### config.mk
export PLATFORM = sky130hd
export DESIGN_NAME = seq_alu_flat
export DESIGN_NICKNAME = d
export VERILOG_FILES = /design/src/rtl/alu_pkg.sv /design/src/rtl/seq_alu_if.sv /design/src/rtl/shift_add_mul.sv /design/src/rtl/seq_alu.sv /design/src/flat_wrapper.sv
export SDC_FILE = /design/constraint.sdc
export NUM_CORES = 1
export LEC_CHECK = 0
export CAP_MARGIN = 20
export CORE_MARGIN = 2
export CORE_UTILIZATION = 60
export DETAILED_ROUTE_END_ITERATION = 12
export PLACE_DENSITY = 0.83
export SYNTH_ARGS = -nofsm -noshare
export SYNTH_HDL_FRONTEND = slang
export SYNTH_SLANG_ARGS = --single-unit
### constraint.sdc
create_clock -name clk_i -period 9.59 [get_ports clk_i]
set_input_delay 0.959 -clock clk_i [delete_from_list [all_inputs] [get_ports clk_i]]
set_output_delay 0.959 -clock clk_i [all_outputs]
set_load 0.005 [all_outputs]
### src/rtl/alu_pkg.sv
// Shared ALU control codes and sequencer state encoding; the ALU control
// decoder drives the same codes, so they live here rather than in the ALU.
package alu_pkg;

  localparam logic [2:0] ALUCTRL_AND = 3'b000;
  localparam logic [2:0] ALUCTRL_OR  = 3'b001;
  localparam logic [2:0] ALUCTRL_ADD = 3'b010;
  localparam logic [2:0] ALUCTRL_SUB = 3'b011;
  localparam logic [2:0] ALUCTRL_MUL = 3'b100;

  typedef enum logic {
    ST_IDLE = 1'b0,
    ST_MUL  = 1'b1
  } state_t;

endpackage

### src/rtl/seq_alu_if.sv
// Request/result bundle between the ALU control stage and the execute ALU.
// The master drives the request and operands; the slave returns the result flags.
interface seq_alu_if #(parameter int WIDTH = 32);

  logic             start_i;
  logic [2:0]       ALUCtrl_i;
  logic [WIDTH-1:0] data1_i;
  logic [WIDTH-1:0] data2_i;
  logic [WIDTH-1:0] data_o;
  logic             zero_o;
  logic             done_o;
  logic             busy_o;

  modport master (
    output start_i, ALUCtrl_i, data1_i, data2_i,
    input  data_o, zero_o, done_o, busy_o
  );

  modport slave (
    input  start_i, ALUCtrl_i, data1_i, data2_i,
    output data_o, zero_o, done_o, busy_o
  );

endinterface

### src/rtl/shift_add_mul.sv
// Iterative shift-add multiplier: one partial product per step, WIDTH steps.
// product is the accumulator including the current step; last flags the final step.
module shift_add_mul #(
  parameter int WIDTH = 32
) (
  input  logic             clk_i,
  input  logic             rst_n_i,
  input  logic             load,
  input  logic             step,
  input  logic [WIDTH-1:0] a,
  input  logic [WIDTH-1:0] b,
  output logic             last,
  output logic [WIDTH-1:0] product
);

  localparam int CW = (WIDTH > 1) ? $clog2(WIDTH) : 1;

  logic [WIDTH-1:0] multiplicand;
  logic [WIDTH-1:0] multiplier;
  logic [WIDTH-1:0] acc;
  logic [CW-1:0]    count;

  // Exposing the post-step sum lets the top capture the result on the last edge.
  assign product = acc + (multiplier[0] ? multiplicand : '0);
  assign last    = (count == CW'(WIDTH - 1));

  always_ff @(posedge clk_i or negedge rst_n_i) begin
    if (!rst_n_i) begin
      multiplicand <= '0;
      multiplier   <= '0;
      acc          <= '0;
      count        <= '0;
    end else if (load) begin
      multiplicand <= a;
      multiplier   <= b;
      acc          <= '0;
      count        <= '0;
    end else if (step) begin
      acc          <= product;
      multiplicand <= multiplicand << 1;
      multiplier   <= multiplier >> 1;
      count        <= count + 1'b1;
    end
  end

endmodule

### src/rtl/seq_alu.sv
// Registered execute-stage ALU: AND/OR/ADD/SUB in one cycle, MUL over WIDTH cycles.
// busy_o holds the pipeline during MUL; requests arriving while busy are dropped.
module seq_alu
  import alu_pkg::*;
#(
  parameter int WIDTH = 32
) (
  input  logic    clk_i,
  input  logic    rst_n_i,
  seq_alu_if.slave bus
);

  state_t           state;
  logic [WIDTH-1:0] data_q;
  logic             zero_q;
  logic             done_q;
  logic             busy_q;
  logic [WIDTH-1:0] sc_result;
  logic [WIDTH-1:0] mul_product;
  logic             mul_last;
  logic             mul_load;
  logic             mul_step;

  assign mul_load = (state == ST_IDLE) && bus.start_i && (bus.ALUCtrl_i == ALUCTRL_MUL);
  assign mul_step = (state == ST_MUL);

  shift_add_mul #(.WIDTH(WIDTH)) u_mul (
    .clk_i   (clk_i),
    .rst_n_i (rst_n_i),
    .load    (mul_load),
    .step    (mul_step),
    .a       (bus.data1_i),
    .b       (bus.data2_i),
    .last    (mul_last),
    .product (mul_product)
  );

  // Reserved codes fall through to zero so the pipeline still sees a completion.
  always_comb begin
    sc_result = '0;
    case (bus.ALUCtrl_i)
      ALUCTRL_AND: sc_result = bus.data1_i & bus.data2_i;
      ALUCTRL_OR:  sc_result = bus.data1_i | bus.data2_i;
      ALUCTRL_ADD: sc_result = bus.data1_i + bus.data2_i;
      ALUCTRL_SUB: sc_result = bus.data1_i - bus.data2_i;
      default:     sc_result = '0;
    endcase
  end

  always_ff @(posedge clk_i or negedge rst_n_i) begin
    if (!rst_n_i) begin
      state  <= ST_IDLE;
      data_q <= '0;
      zero_q <= 1'b1;
      done_q <= 1'b0;
      busy_q <= 1'b0;
    end else begin
      done_q <= 1'b0;
      case (state)
        ST_IDLE: begin
          if (bus.start_i) begin
            if (bus.ALUCtrl_i == ALUCTRL_MUL) begin
              state  <= ST_MUL;
              busy_q <= 1'b1;
            end else begin
              data_q <= sc_result;
              zero_q <= (sc_result == '0);
              done_q <= 1'b1;
            end
          end
        end
        ST_MUL: begin
          if (mul_last) begin
            state  <= ST_IDLE;
            data_q <= mul_product;
            zero_q <= (mul_product == '0);
            done_q <= 1'b1;
            busy_q <= 1'b0;
          end
        end
        default: state <= ST_IDLE;
      endcase
    end
  end

  assign bus.data_o = data_q;
  assign bus.zero_o = zero_q;
  assign bus.done_o = done_q;
  assign bus.busy_o = busy_q;

endmodule

### src/flat_wrapper.sv
// flat-port wrapper written by rule: the top's interface ports become plain ports
module seq_alu_flat import alu_pkg::*;
#(
  parameter int WIDTH = 32
)
  (clk_i, rst_n_i, bus_start_i, bus_ALUCtrl_i, bus_data1_i, bus_data2_i, bus_data_o, bus_zero_o, bus_done_o, bus_busy_o);
  seq_alu_if #(.WIDTH(WIDTH)) bus_i ();
  input  logic clk_i;
  input  logic rst_n_i;
  input wire logic [$bits(bus_i.start_i)-1:0] bus_start_i;
  input wire logic [$bits(bus_i.ALUCtrl_i)-1:0] bus_ALUCtrl_i;
  input wire logic [$bits(bus_i.data1_i)-1:0] bus_data1_i;
  input wire logic [$bits(bus_i.data2_i)-1:0] bus_data2_i;
  output wire logic [$bits(bus_i.data_o)-1:0] bus_data_o;
  output wire logic [$bits(bus_i.zero_o)-1:0] bus_zero_o;
  output wire logic [$bits(bus_i.done_o)-1:0] bus_done_o;
  output wire logic [$bits(bus_i.busy_o)-1:0] bus_busy_o;
  assign bus_i.start_i = bus_start_i;
  assign bus_i.ALUCtrl_i = bus_ALUCtrl_i;
  assign bus_i.data1_i = bus_data1_i;
  assign bus_i.data2_i = bus_data2_i;
  assign bus_data_o = bus_i.data_o;
  assign bus_zero_o = bus_i.zero_o;
  assign bus_done_o = bus_i.done_o;
  assign bus_busy_o = bus_i.busy_o;
  seq_alu #(.WIDTH(WIDTH)) u_core (.clk_i(clk_i), .rst_n_i(rst_n_i), .bus(bus_i));
endmodule
==> reports/metrics.cfg <==
[clock_tree]
htree_levels=4
worstSkewPairLatency_ns=0.43
cts.repair.resized=0
postCtsSetupRepairBufs=0
clk_path_buf_depth=2
clock_sinks=137
holdBufCountCts=0
clk_pin_slew_worst_paths_ns=0.06
numCtsBuffers=17
cts_tree=done
cts-root-buf=clkbuf_16

[die]
start_util=0.6146
die_y_um=137.3
num_rows=48
die_area_um2=18860
core_um2=17360
io_pins=105
fp.dieW_um=137.3

[timing]
period_share=0.6479
slew_violations=0
rsz0062_at_grt=no
fin_skew_ns=0.008661
hold_viol_final=0
max_freq_mhz=160.9
min_period_ns=6.213
tightest_slew_ns=0.9310
setup_viol=0
maxSlewHeadroom=0.3793
fin_tns_setup_ns=0

[synth]
synth_fp_nets=1475
yosys_most_used_dff=dfrtp_1
synth_area_um2=10670
synth.most_common_cell=nand2_1
postSynthAreaPerCell_um2=7.985
synth_edf_count=0
synth_top_area_frac=0.3190
async_reset_ff_frac=1.000
syn_inst=1336
synth_cell_type_count=72
ys_top_cells_by_area=dfrtp_1 (32%), nand2_1 (10%), ha_1 (7.9%), a21oi_1 (4.8%), a22oi_1 (4.8%)
ys_seq_area_frac=0.3215
ys_top_cells_by_count=nand2_1 (297), dfrtp_1 (136), a21oi_1 (103)
ys_seq_elements=137
synth_warnings=0
synth_top_cell_by_area=dfrtp_1

[global_routing]
grtUsageTotal=0.3463
grt_first_pass_wirelength_um=50750
grt_max_degree=84
grt-ovfl-total=0
grt_pass1_vias=9700
grt_antenna_before_repair=0

[power_and_ir_drop]
power_density_nw_per_um2=245.4
power.leakage_nw=5.688
ir_worst_vdd_mv=0.1762

[cells_and_area]
final_area_um2=12470
fillers=1395
drive_gt1_frac=0.04972
utilization=0.7184
stdcell_count=1633
antenna_cells=0
nets=1534
syn2layout_area_growth_pct=16.89

[setup_path]
max_stage_delay_ns=0.58
crit_slowest_cell=a221oi_1
crit_type=in -> reg
cp.arrival_ns=6.57
critPathRequiredTime_ns=9.94
worstPathMaxFanout=9
cp_cell_sequence=clkdlybuf4s50_1 -> inv_1 -> ha_1 -> nand2b_1 -> nand2b_1 -> or2_2 -> nand2b_1 -> or3_1 -> o21ai_0 -> xor2_1 -> ha_1 -> nand4_1 -> nor3_1 -> o211ai_1 -> nand3_1 -> a21oi_1 -> xnor2_1 -> a221oi_1 -> nand4_1 -> nor4_1 -> nand4_1 -> o211ai_2
worstReg2RegStart=u_core.u_mul.multiplier[0]
crit_start=bus_data2_i[0]
cp-start-kind=input pin
worst_setup_path_end_kind=flip-flop

[hold_path]
worstHoldPathType=in -> async

[outcome]
status=finished, final reports clean

[routing]
drc=0
vias_per_cell=6.377
routed_wl_um=31770
drtAntennaViolNets=0
drt_iter0_markers=1021
dr.pass1.iters=6
wl_per_cell_um=19.45
vias=10410

[place]
dp.cells=1600
port_buffers=104
postPlaceCellArea_um2=11800
gp_congestion=0.9608
dpl.hpwl_um=23740

[job]
max-cap-violations=0

logic make-up after synthesis:
kind of cell,after synthesis,synth area share
multiplexers,20,0.01923
AND/OR/NAND/NOR,520,0.2165
AO/OA/AOI/OAI,401,0.2481
adder cells (fa/ha/maj),76,0.08890
flip-flops,137,0.3215
buffers and inverters,93,0.03272
XOR/XNOR,89,0.07307
power by group:
group | switching (W) | internal (W) | leakage [nW] | total (W)
clock network | 0.000276 | 0.000453 | 0.316 | 0.000729
registers | 0.000179 | 0.000810 | 1.75 | 0.000989
logic | 0.000768 | 0.000574 | 3.62 | 0.00134
total | 0.00122 | 0.00184 | 5.69 | 0.00306
sequential cells by signal (all words and copies together), names as in the netlist:
signal                     cells
u_core.bus.busy_o              1
u_core.u_mul.count             5
u_core.bus.data_o             32
u_core.bus.done_o              1
u_core.mul_step                1
u_core.bus.zero_o              1
u_core.u_mul.multiplier       32
u_core.u_mul.acc              32
u_core.u_mul.multiplicand     32
layout make-up:
type                       count  area, um^2  area share
multi-input combinational   1106        6903      0.5536
sequential                   137        3433      0.2753
timing repair buffer         115        1145     0.09181
clock buffer                  20       456.7     0.03662
tap                          225       281.5     0.02258
clock inverter                12       182.7     0.01465
inverter                      18       67.56    0.005418
path summary, 6_finish.rpt:
check	cells after the start	slack, ns	to
setup / recovery	22	3.38	u_core.bus.zero_o
hold / removal	1	0.47	u_core.u_mul.acc[4]
setup reg to reg	14	4.60	u_core.bus.zero_o
hold reg to reg	2	0.48	u_core.u_mul.multiplier[25]
max in group asynchronous	3	8.15	u_core.u_mul.multiplier[30]
min in group clk_i	2	0.48	u_core.u_mul.multiplier[25]
placed cells by master, fill, tap and decap left out, drive strengths merged, types with 5 or more instances in the layout:
| cell type | n |
|---|---|
| o21a | 20 |
| buf | 12 |
| a31oi | 8 |
| xor2 | 34 |
| a22o | 5 |
| maj3 | 7 |
| clkbuf | 20 |
| o21bai | 6 |
| o31ai | 8 |
| inv | 23 |
| and3 | 10 |
| a21oi | 103 |
| a22oi | 68 |
| nor4 | 13 |
| nand3 | 20 |
| nand2b | 13 |
| nand2 | 297 |
| o41ai | 6 |
| o211ai | 17 |
| nor2 | 72 |
| or2 | 5 |
| and2 | 36 |
| o21ai | 81 |
| nor2b | 9 |
| a21boi | 9 |
| nor3 | 19 |
| nand4 | 11 |
| dfrtp | 136 |
| mux2i | 16 |
| a221oi | 10 |
| o22ai | 6 |
| ha | 67 |
| xnor2 | 55 |
| clkdlybuf4s50 | 103 |
| a21o | 19 |
layer usage:
metal / track usage / wire length [um] / share of wire / up-vias
li1: - / - / - / 4916
met1: 0.5078 / 14450 / 0.45 / 4941
met2: 0.5213 / 13960 / 0.44 / 507
met3: 0.06954 / 2768 / 0.087 / 49
met4: 0.09107 / 582 / 0.018 / 0
met5: 0 / 0 / 0 / -
critical path, delay by kind of cell:
family / cells / cell delay [ns]
simple gates: 11 / 2.67
compound gates: 5 / 1.32
fa+ha+maj: 2 / 0.67
buf+inv: 2 / 0.64
xor+xnor: 2 / 0.28
stage by stage:
| stage | worst slack, ns | total power, W | hold slack, ns |
|---|---|---|---|
| after global routing | 3.185 | 0.003258 | 0.4921 |
| after CTS | 3.490 | 0.003044 | 0.4810 |
| after detailed placement | 3.063 | 0.002308 | 0.4646 |
| after global placement | 3.140 | 0.002259 | 0.4586 |
| final | 3.377 | 0.003060 | 0.4740 |
| after floorplan | 4.689 | 0.001832 | 0.4463 |
(Power assumes the default switching activity.)
